### src/rtl/cpu_defs.sv
// Shared CPU definitions: write-source codes, load-type codes and the reset PC.
package cpu_defs;

    localparam logic [1:0] WSEL_ALU  = 2'd0;
    localparam logic [1:0] WSEL_MEM  = 2'd1;
    localparam logic [1:0] WSEL_PC8  = 2'd2;
    localparam logic [1:0] WSEL_HILO = 2'd3;

    localparam logic [2:0] LD_LW  = 3'd0;
    localparam logic [2:0] LD_LH  = 3'd1;
    localparam logic [2:0] LD_LHU = 3'd2;
    localparam logic [2:0] LD_LB  = 3'd3;
    localparam logic [2:0] LD_LBU = 3'd4;

    localparam logic [31:0] RESET_PC = 32'h0000_3000;

endpackage

### src/rtl/w_writeback_if.sv
// M/W bus: M-stage results flowing in, GRF write port and retire counter flowing out.
// master = the pipeline side driving M results; slave = the write-back stage.
interface w_writeback_if #(
    parameter int DATA_W = 32,
    parameter int REG_AW = 5,
    parameter int CNT_W  = 32
);
    logic              m_valid;
    logic [DATA_W-1:0] m_pc;
    logic [REG_AW-1:0] m_rd;
    logic [1:0]        m_wsel;
    logic [2:0]        m_ld_type;
    logic [1:0]        m_addr_lo;
    logic [DATA_W-1:0] m_alu_res;
    logic [DATA_W-1:0] m_dm_rdata;
    logic [DATA_W-1:0] m_hilo;

    logic              grf_we;
    logic [REG_AW-1:0] grf_a3;
    logic [DATA_W-1:0] grf_wd;
    logic [DATA_W-1:0] w_pc;
    logic [CNT_W-1:0]  wb_count;

    modport master (
        output m_valid, m_pc, m_rd, m_wsel, m_ld_type, m_addr_lo,
               m_alu_res, m_dm_rdata, m_hilo,
        input  grf_we, grf_a3, grf_wd, w_pc, wb_count
    );

    modport slave (
        input  m_valid, m_pc, m_rd, m_wsel, m_ld_type, m_addr_lo,
               m_alu_res, m_dm_rdata, m_hilo,
        output grf_we, grf_a3, grf_wd, w_pc, wb_count
    );
endinterface

### src/rtl/w_load_ext.sv
// Load extension: picks the addressed half/byte out of the raw memory word
// and sign- or zero-extends it; unknown load types behave as LW.
module w_load_ext
    import cpu_defs::*;
#(
    parameter int DATA_W = 32
) (
    input  logic [DATA_W-1:0] raw,
    input  logic [1:0]        addr_lo,
    input  logic [2:0]        ld_type,
    output logic [DATA_W-1:0] ext
);

    logic [15:0] half_v;
    logic [7:0]  byte_v;

    // Select the addressed half/byte, then extend according to load type
    always_comb begin
        half_v = addr_lo[1] ? raw[31:16] : raw[15:0];
        byte_v = raw[7:0];
        case (addr_lo)
            2'd1:    byte_v = raw[15:8];
            2'd2:    byte_v = raw[23:16];
            2'd3:    byte_v = raw[31:24];
            default: byte_v = raw[7:0];
        endcase
        ext = raw;
        case (ld_type)
            LD_LH:   ext = {{(DATA_W-16){half_v[15]}}, half_v};
            LD_LHU:  ext = {{(DATA_W-16){1'b0}}, half_v};
            LD_LB:   ext = {{(DATA_W-8){byte_v[7]}}, byte_v};
            LD_LBU:  ext = {{(DATA_W-8){1'b0}}, byte_v};
            default: ext = raw;
        endcase
    end

endmodule

### src/rtl/w_writeback.sv
// Write-back stage: M/W pipeline register, write-source mux into the GRF write
// port, and a counter of retired register writes.
// Optional macro WB_TRACE_EN prints one trace line per retired write.
module w_writeback
    import cpu_defs::*;
#(
    parameter int          DATA_W   = 32,
    parameter int          REG_AW   = 5,
    parameter logic [31:0] RESET_PC = cpu_defs::RESET_PC,
    parameter int          CNT_W    = 32
) (
    input  logic          clk,
    input  logic          reset,
    input  logic          stall_w,
    input  logic          flush_w,
    w_writeback_if.slave  wb
);

    logic              w_valid;
    logic [REG_AW-1:0] w_rd;
    logic [DATA_W-1:0] w_pc_q;
    logic [1:0]        w_wsel;
    logic [2:0]        w_ld_type;
    logic [1:0]        w_addr_lo;
    logic [DATA_W-1:0] w_alu_res;
    logic [DATA_W-1:0] w_dm_rdata;
    logic [DATA_W-1:0] w_hilo;
    logic [CNT_W-1:0]  count_q;
    logic [DATA_W-1:0] load_data;
    logic [DATA_W-1:0] wd;
    logic              we;
    logic              retire;

    w_load_ext #(.DATA_W(DATA_W)) u_load_ext (
        .raw     (w_dm_rdata),
        .addr_lo (w_addr_lo),
        .ld_type (w_ld_type),
        .ext     (load_data)
    );

    // M/W register: flush only kills the instruction, leaving PC and data as-is
    always_ff @(posedge clk) begin
        if (reset) begin
            w_valid    <= 1'b0;
            w_rd       <= '0;
            w_pc_q     <= DATA_W'(RESET_PC);
            w_wsel     <= WSEL_ALU;
            w_ld_type  <= LD_LW;
            w_addr_lo  <= 2'd0;
            w_alu_res  <= '0;
            w_dm_rdata <= '0;
            w_hilo     <= '0;
        end else if (flush_w) begin
            w_valid <= 1'b0;
            w_rd    <= '0;
        end else if (!stall_w) begin
            w_valid    <= wb.m_valid;
            w_rd       <= wb.m_rd;
            w_pc_q     <= wb.m_pc;
            w_wsel     <= wb.m_wsel;
            w_ld_type  <= wb.m_ld_type;
            w_addr_lo  <= wb.m_addr_lo;
            w_alu_res  <= wb.m_alu_res;
            w_dm_rdata <= wb.m_dm_rdata;
            w_hilo     <= wb.m_hilo;
        end
    end

    // Write-data source select from the held W-stage state
    always_comb begin
        wd = w_alu_res;
        case (w_wsel)
            WSEL_MEM:  wd = load_data;
            WSEL_PC8:  wd = w_pc_q + DATA_W'(8);
            WSEL_HILO: wd = w_hilo;
            default:   wd = w_alu_res;
        endcase
    end

    assign we     = w_valid && (w_rd != '0);
    assign retire = we && !stall_w;

    // A write retires on the edge it leaves W; a stalled write is not yet retired
    always_ff @(posedge clk) begin
        if (reset) begin
            count_q <= '0;
        end else if (retire) begin
            count_q <= count_q + CNT_W'(1);
        end
    end

`ifdef WB_TRACE_EN
    // Trace each retired register write
    always_ff @(posedge clk) begin
        if (retire && !reset) begin
            $display("%d@%h: $%d <= %h", $time, w_pc_q, w_rd, wd);
        end
    end
`endif

    assign wb.grf_we   = we;
    assign wb.grf_a3   = w_rd;
    assign wb.grf_wd   = wd;
    assign wb.w_pc     = w_pc_q;
    assign wb.wb_count = count_q;

endmodule

### src/flat_wrapper.sv
// flat-port wrapper written by rule: the top's interface ports become plain ports
module w_writeback_flat import cpu_defs::*;
#(
    parameter int          DATA_W   = 32,
    parameter int          REG_AW   = 5,
    parameter logic [31:0] RESET_PC = cpu_defs::RESET_PC,
    parameter int          CNT_W    = 32
)
  (clk, reset, stall_w, flush_w, wb_m_valid, wb_m_pc, wb_m_rd, wb_m_wsel, wb_m_ld_type, wb_m_addr_lo, wb_m_alu_res, wb_m_dm_rdata, wb_m_hilo, wb_grf_we, wb_grf_a3, wb_grf_wd, wb_w_pc, wb_wb_count);
  w_writeback_if #(.DATA_W(DATA_W), .REG_AW(REG_AW), .CNT_W(CNT_W)) wb_i ();
  input  logic clk;
  input  logic reset;
  input  logic stall_w;
  input  logic flush_w;
  input wire logic [$bits(wb_i.m_valid)-1:0] wb_m_valid;
  input wire logic [$bits(wb_i.m_pc)-1:0] wb_m_pc;
  input wire logic [$bits(wb_i.m_rd)-1:0] wb_m_rd;
  input wire logic [$bits(wb_i.m_wsel)-1:0] wb_m_wsel;
  input wire logic [$bits(wb_i.m_ld_type)-1:0] wb_m_ld_type;
  input wire logic [$bits(wb_i.m_addr_lo)-1:0] wb_m_addr_lo;
  input wire logic [$bits(wb_i.m_alu_res)-1:0] wb_m_alu_res;
  input wire logic [$bits(wb_i.m_dm_rdata)-1:0] wb_m_dm_rdata;
  input wire logic [$bits(wb_i.m_hilo)-1:0] wb_m_hilo;
  output wire logic [$bits(wb_i.grf_we)-1:0] wb_grf_we;
  output wire logic [$bits(wb_i.grf_a3)-1:0] wb_grf_a3;
  output wire logic [$bits(wb_i.grf_wd)-1:0] wb_grf_wd;
  output wire logic [$bits(wb_i.w_pc)-1:0] wb_w_pc;
  output wire logic [$bits(wb_i.wb_count)-1:0] wb_wb_count;
  assign wb_i.m_valid = wb_m_valid;
  assign wb_i.m_pc = wb_m_pc;
  assign wb_i.m_rd = wb_m_rd;
  assign wb_i.m_wsel = wb_m_wsel;
  assign wb_i.m_ld_type = wb_m_ld_type;
  assign wb_i.m_addr_lo = wb_m_addr_lo;
  assign wb_i.m_alu_res = wb_m_alu_res;
  assign wb_i.m_dm_rdata = wb_m_dm_rdata;
  assign wb_i.m_hilo = wb_m_hilo;
  assign wb_grf_we = wb_i.grf_we;
  assign wb_grf_a3 = wb_i.grf_a3;
  assign wb_grf_wd = wb_i.grf_wd;
  assign wb_w_pc = wb_i.w_pc;
  assign wb_wb_count = wb_i.wb_count;
  w_writeback #(.DATA_W(DATA_W), .REG_AW(REG_AW), .RESET_PC(RESET_PC), .CNT_W(CNT_W)) u_core (.clk(clk), .reset(reset), .stall_w(stall_w), .flush_w(flush_w), .wb(wb_i));
endmodule
### config.mk
export PLATFORM = sky130hd
export DESIGN_NAME = w_writeback_flat
export DESIGN_NICKNAME = d
export VERILOG_FILES = /design/src/rtl/cpu_defs.sv /design/src/rtl/w_writeback_if.sv /design/src/rtl/w_load_ext.sv /design/src/rtl/w_writeback.sv /design/src/flat_wrapper.sv
export SDC_FILE = /design/constraint.sdc
export NUM_CORES = 1
export LEC_CHECK = 0
export CORE_MARGIN = 5
export CORE_UTILIZATION = 51
export DETAILED_ROUTE_END_ITERATION = 7
export PLACE_DENSITY = 0.95
export SLEW_MARGIN = 25
export SYNTH_ARGS = -nofsm -noshare
export SYNTH_HDL_FRONTEND = slang
export SYNTH_SLANG_ARGS = --single-unit
### constraint.sdc
create_clock -name clk -period 5.9 [get_ports clk]
set_input_delay 1.18 -clock clk [delete_from_list [all_inputs] [get_ports clk]]
set_output_delay 1.18 -clock clk [all_outputs]
set_load 0.005 [all_outputs]
==> flow_metrics.tcl <==
set metrics [dict create \
    antenna_found_initial 0 \
    setup.worst_path.class "reg2out" \
    num_vias 8807 \
    cp_max_fo 29 \
    start_kind "flop" \
    grt_pass1_vias 8391 \
    vdd_drop_max_v 0.000165 \
    slowest_stage "or4_1" \
    clock-sinks 173 \
    grt_busiest_layer "met2" \
    ys_types 64 \
    dp_slack_ns 1.83 \
    slowest_delay_ns 0.80 \
    synth_area_sq_mm 0.00833 \
    io_buffers 246 \
    syn_inst 1086 \
    gr-usage-met2 0.487 \
    grtUsageMet3 0.0873 \
    die_area_sq_mm 0.0190 \
    cts_tree "built" \
    core-area_sq_mm 0.0159 \
    final_common_cell "nand2_1" \
    skew_ns 0.0104 \
    initialDrtViolationCount 1057 \
    rows 46 \
    hold_buffers 0 \
    ant_nets 0 \
    critical-path-top-delay-family "simple AND/OR/NAND/NOR gates" \
    fin_util 0.716 \
    leakage_uw 0.00401 \
    final-hold-violation-count 0 \
    status "finished clean" \
    final_cell_mix "nand2_1 (308), clkdlybuf4s50_1 (245), dfxtp_1 (173)" \
    async_flop_share 0 \
    postCtsSetupRepairBufs 0 \
    powerDensity_mw_per_mm2 244 \
    drcViolationCount 0 \
    drt-total-wl_mm 29.1 \
    gr-usage-all-layers 0.298 \
    htreeDepth 4 \
    grt_max_degree 101 \
    drive_gt1_frac 0.0479 \
    endpoint_kind "primary output" \
    die_h_um 138 \
    die_x_um 138 \
    syn_nets 1233 \
    post-dp-hpwl_mm 21.2 \
    synth_edf_count 0 \
    setup_viol_count_final 0 \
    dp_cells 1479 \
    viasPerCell 5.83 \
    cp.required_ns 4.72 \
    clock_latency_ns 0.43 \
    firstDrtPassIters 5 \
    overflow 0 \
    setup_ws_ns 1.30 \
    io-pin-count 247 \
    tightestPinTransition_ns 1.02 \
    finalSetupTns_ns 0 \
    clockBufferDepth 2 \
    yosysSeqAreaShare 0.416 \
    cap_violations 0 \
    diodes 0 \
    ys_ff_latch 173 \
    max_freq_mhz 218 \
    area_delta_synth_final_pct 37.0 \
    avgSynthCellArea_sq_um 7.67 \
    power_uw 2780 \
    cts_resized 0 \
    critPathArrivalTime_ns 3.42 \
    worstHoldPathType "reg2reg" \
    crit_buf_inv 2 \
    rsz0062_at_grt "false" \
    ys_warn_count 0 \
    finalNonFillerCells 1510 \
    clk_pin_slew_worst_paths_ns 0.06 \
    nets 1429 \
    cts_buffers 17 \
    synth_ff_type "dfxtp_1" \
    cp_cell_sequence "buf_4 > nand2b_1 > or4_1 > o22a_1 > o21ai_1 > clkdlybuf4s50_1" \
    wire_per_inst_um 19.2 \
    gp_congestion 0.978 \
    grt_pass1_wl_mm 44.5 \
    start_util 0.523 \
    fin_crit_sh 0.779 \
    slew_headroom 0.319 \
    grt_util_met1 0.375 \
    fin_crit_ns 4.60 \
    root_buffer "clkbuf_16" \
    drv_slew 0 \
]
-- report_power, final --
part / internal (uW) / switching [uW] / total, uW
registers: 1210 / 52.5 / 1260
clock network: 663 / 466 / 1130
logic: 208 / 179 / 387
-- cells in the mapped netlist, types with 4 or more instances --
cell type | instances | share of area
nand2_1 | 308 | 0.14
dfxtp_1 | 173 | 0.42
a21oi_1 | 155 | 0.093
nor2_1 | 63 | 0.028
clkbuf_1 | 60 | 0.027
xor2_1 | 34 | 0.036
nand3_1 | 25 | 0.015
nand4_1 | 25 | 0.019
o21ai_0 | 21 | 0.013
xnor2_1 | 20 | 0.021
mux2i_1 | 16 | 0.019
a221oi_1 | 14 | 0.015
o211ai_1 | 13 | 0.012
a22oi_1 | 10 | 0.0090
buf_2 | 10 | 0.0060
o21bai_1 | 10 | 0.0090
inv_1 | 8 | 0.0036
nor4_1 | 8 | 0.0060
nor3_1 | 7 | 0.0042
nor2b_1 | 6 | 0.0045
or2_2 | 6 | 0.0045
and2_1 | 5 | 0.0038
and3_1 | 5 | 0.0038
buf_1 | 5 | 0.0023
or3_1 | 5 | 0.0038
o22a_1 | 4 | 0.0042
o31ai_1 | 4 | 0.0036
or4_1 | 4 | 0.0036
-- cell type report --
cell class / instances / area, sq um
Tap cell: 216 / 270
Sequential cell: 173 / 3460
Timing Repair Buffer: 254 / 2530
Multi-Input combinational cell: 828 / 4540
Fill cell: 1203 / 4530
Clock buffer: 20 / 437
Inverter: 8 / 30.0
Clock inverter: 11 / 144
-- sequential cells by signal, summed over array words and instances, names as in the netlist --
signal              cells
u_core.w_addr_lo        2
u_core.w_dm_rdata      32
u_core.w_alu_res       32
u_core.w_hilo          32
u_core.wb.grf_a3        5
u_core.wb.wb_count     32
u_core.wb.w_pc         32
u_core.w_valid          1
u_core.w_ld_type        3
u_core.w_wsel           2
-- cell families after synthesis --
group	count (synthesis)	synth area share
AOI/OAI and AO/OA	264	0.192
adders and majority gates	2	0.00300
muxes	21	0.0291
buffers and inverters	85	0.0411
DFF	173	0.416
and+or+nand+nor	487	0.263
xor gates and xnor gates	54	0.0567
-- metrics by stage --
step / hold slack (ns) / instance area (sq um)
final: 0.455 / 11400
after global routing: 0.471 / 11400
after CTS: 0.456 / 11400
after detailed placement: 0.448 / 10800
after global placement: 0.439 / 10800
after floorplan: 0.433 / 8330
-- worst paths after layout --
| kind | startpoint | to | slack, ns | depth (start not counted) |
|---|---|---|---|---|
| worst min-delay path | u_core.w_alu_res[3]$_SDFFE_PP0P_ | u_core.w_alu_res[3]$_SDFFE_PP0P_ | 0.46 | 2 |
| worst max register to register | u_core.wb.grf_a3[0]$_SDFFE_PP0N_ | u_core.wb.wb_count[16]$_SDFFE_PP0P_ | 3.84 | 5 |
| worst max-delay path | u_core.w_wsel[0]$_SDFFE_PP0P_ | wb_grf_wd[29] | 1.30 | 6 |
| worst min register to register | u_core.w_alu_res[3]$_SDFFE_PP0P_ | u_core.w_alu_res[3]$_SDFFE_PP0P_ | 0.46 | 2 |
-- metal layers --
layer,share of wire,wire length (um)
met1,0.39,11400
met2,0.47,13700
met3,0.10,2990
met4,0.034,982
met5,0,0
-- worst register-to-register path, cell delays in order (launching register included) --
cell and delay (ns):
dfxtp_1 0.33, or4_1 0.58, o211a_1 0.51, nand4_1 0.24
xor2_1 0.18, nor2_1 0.06
(Power assumes the default switching activity.)
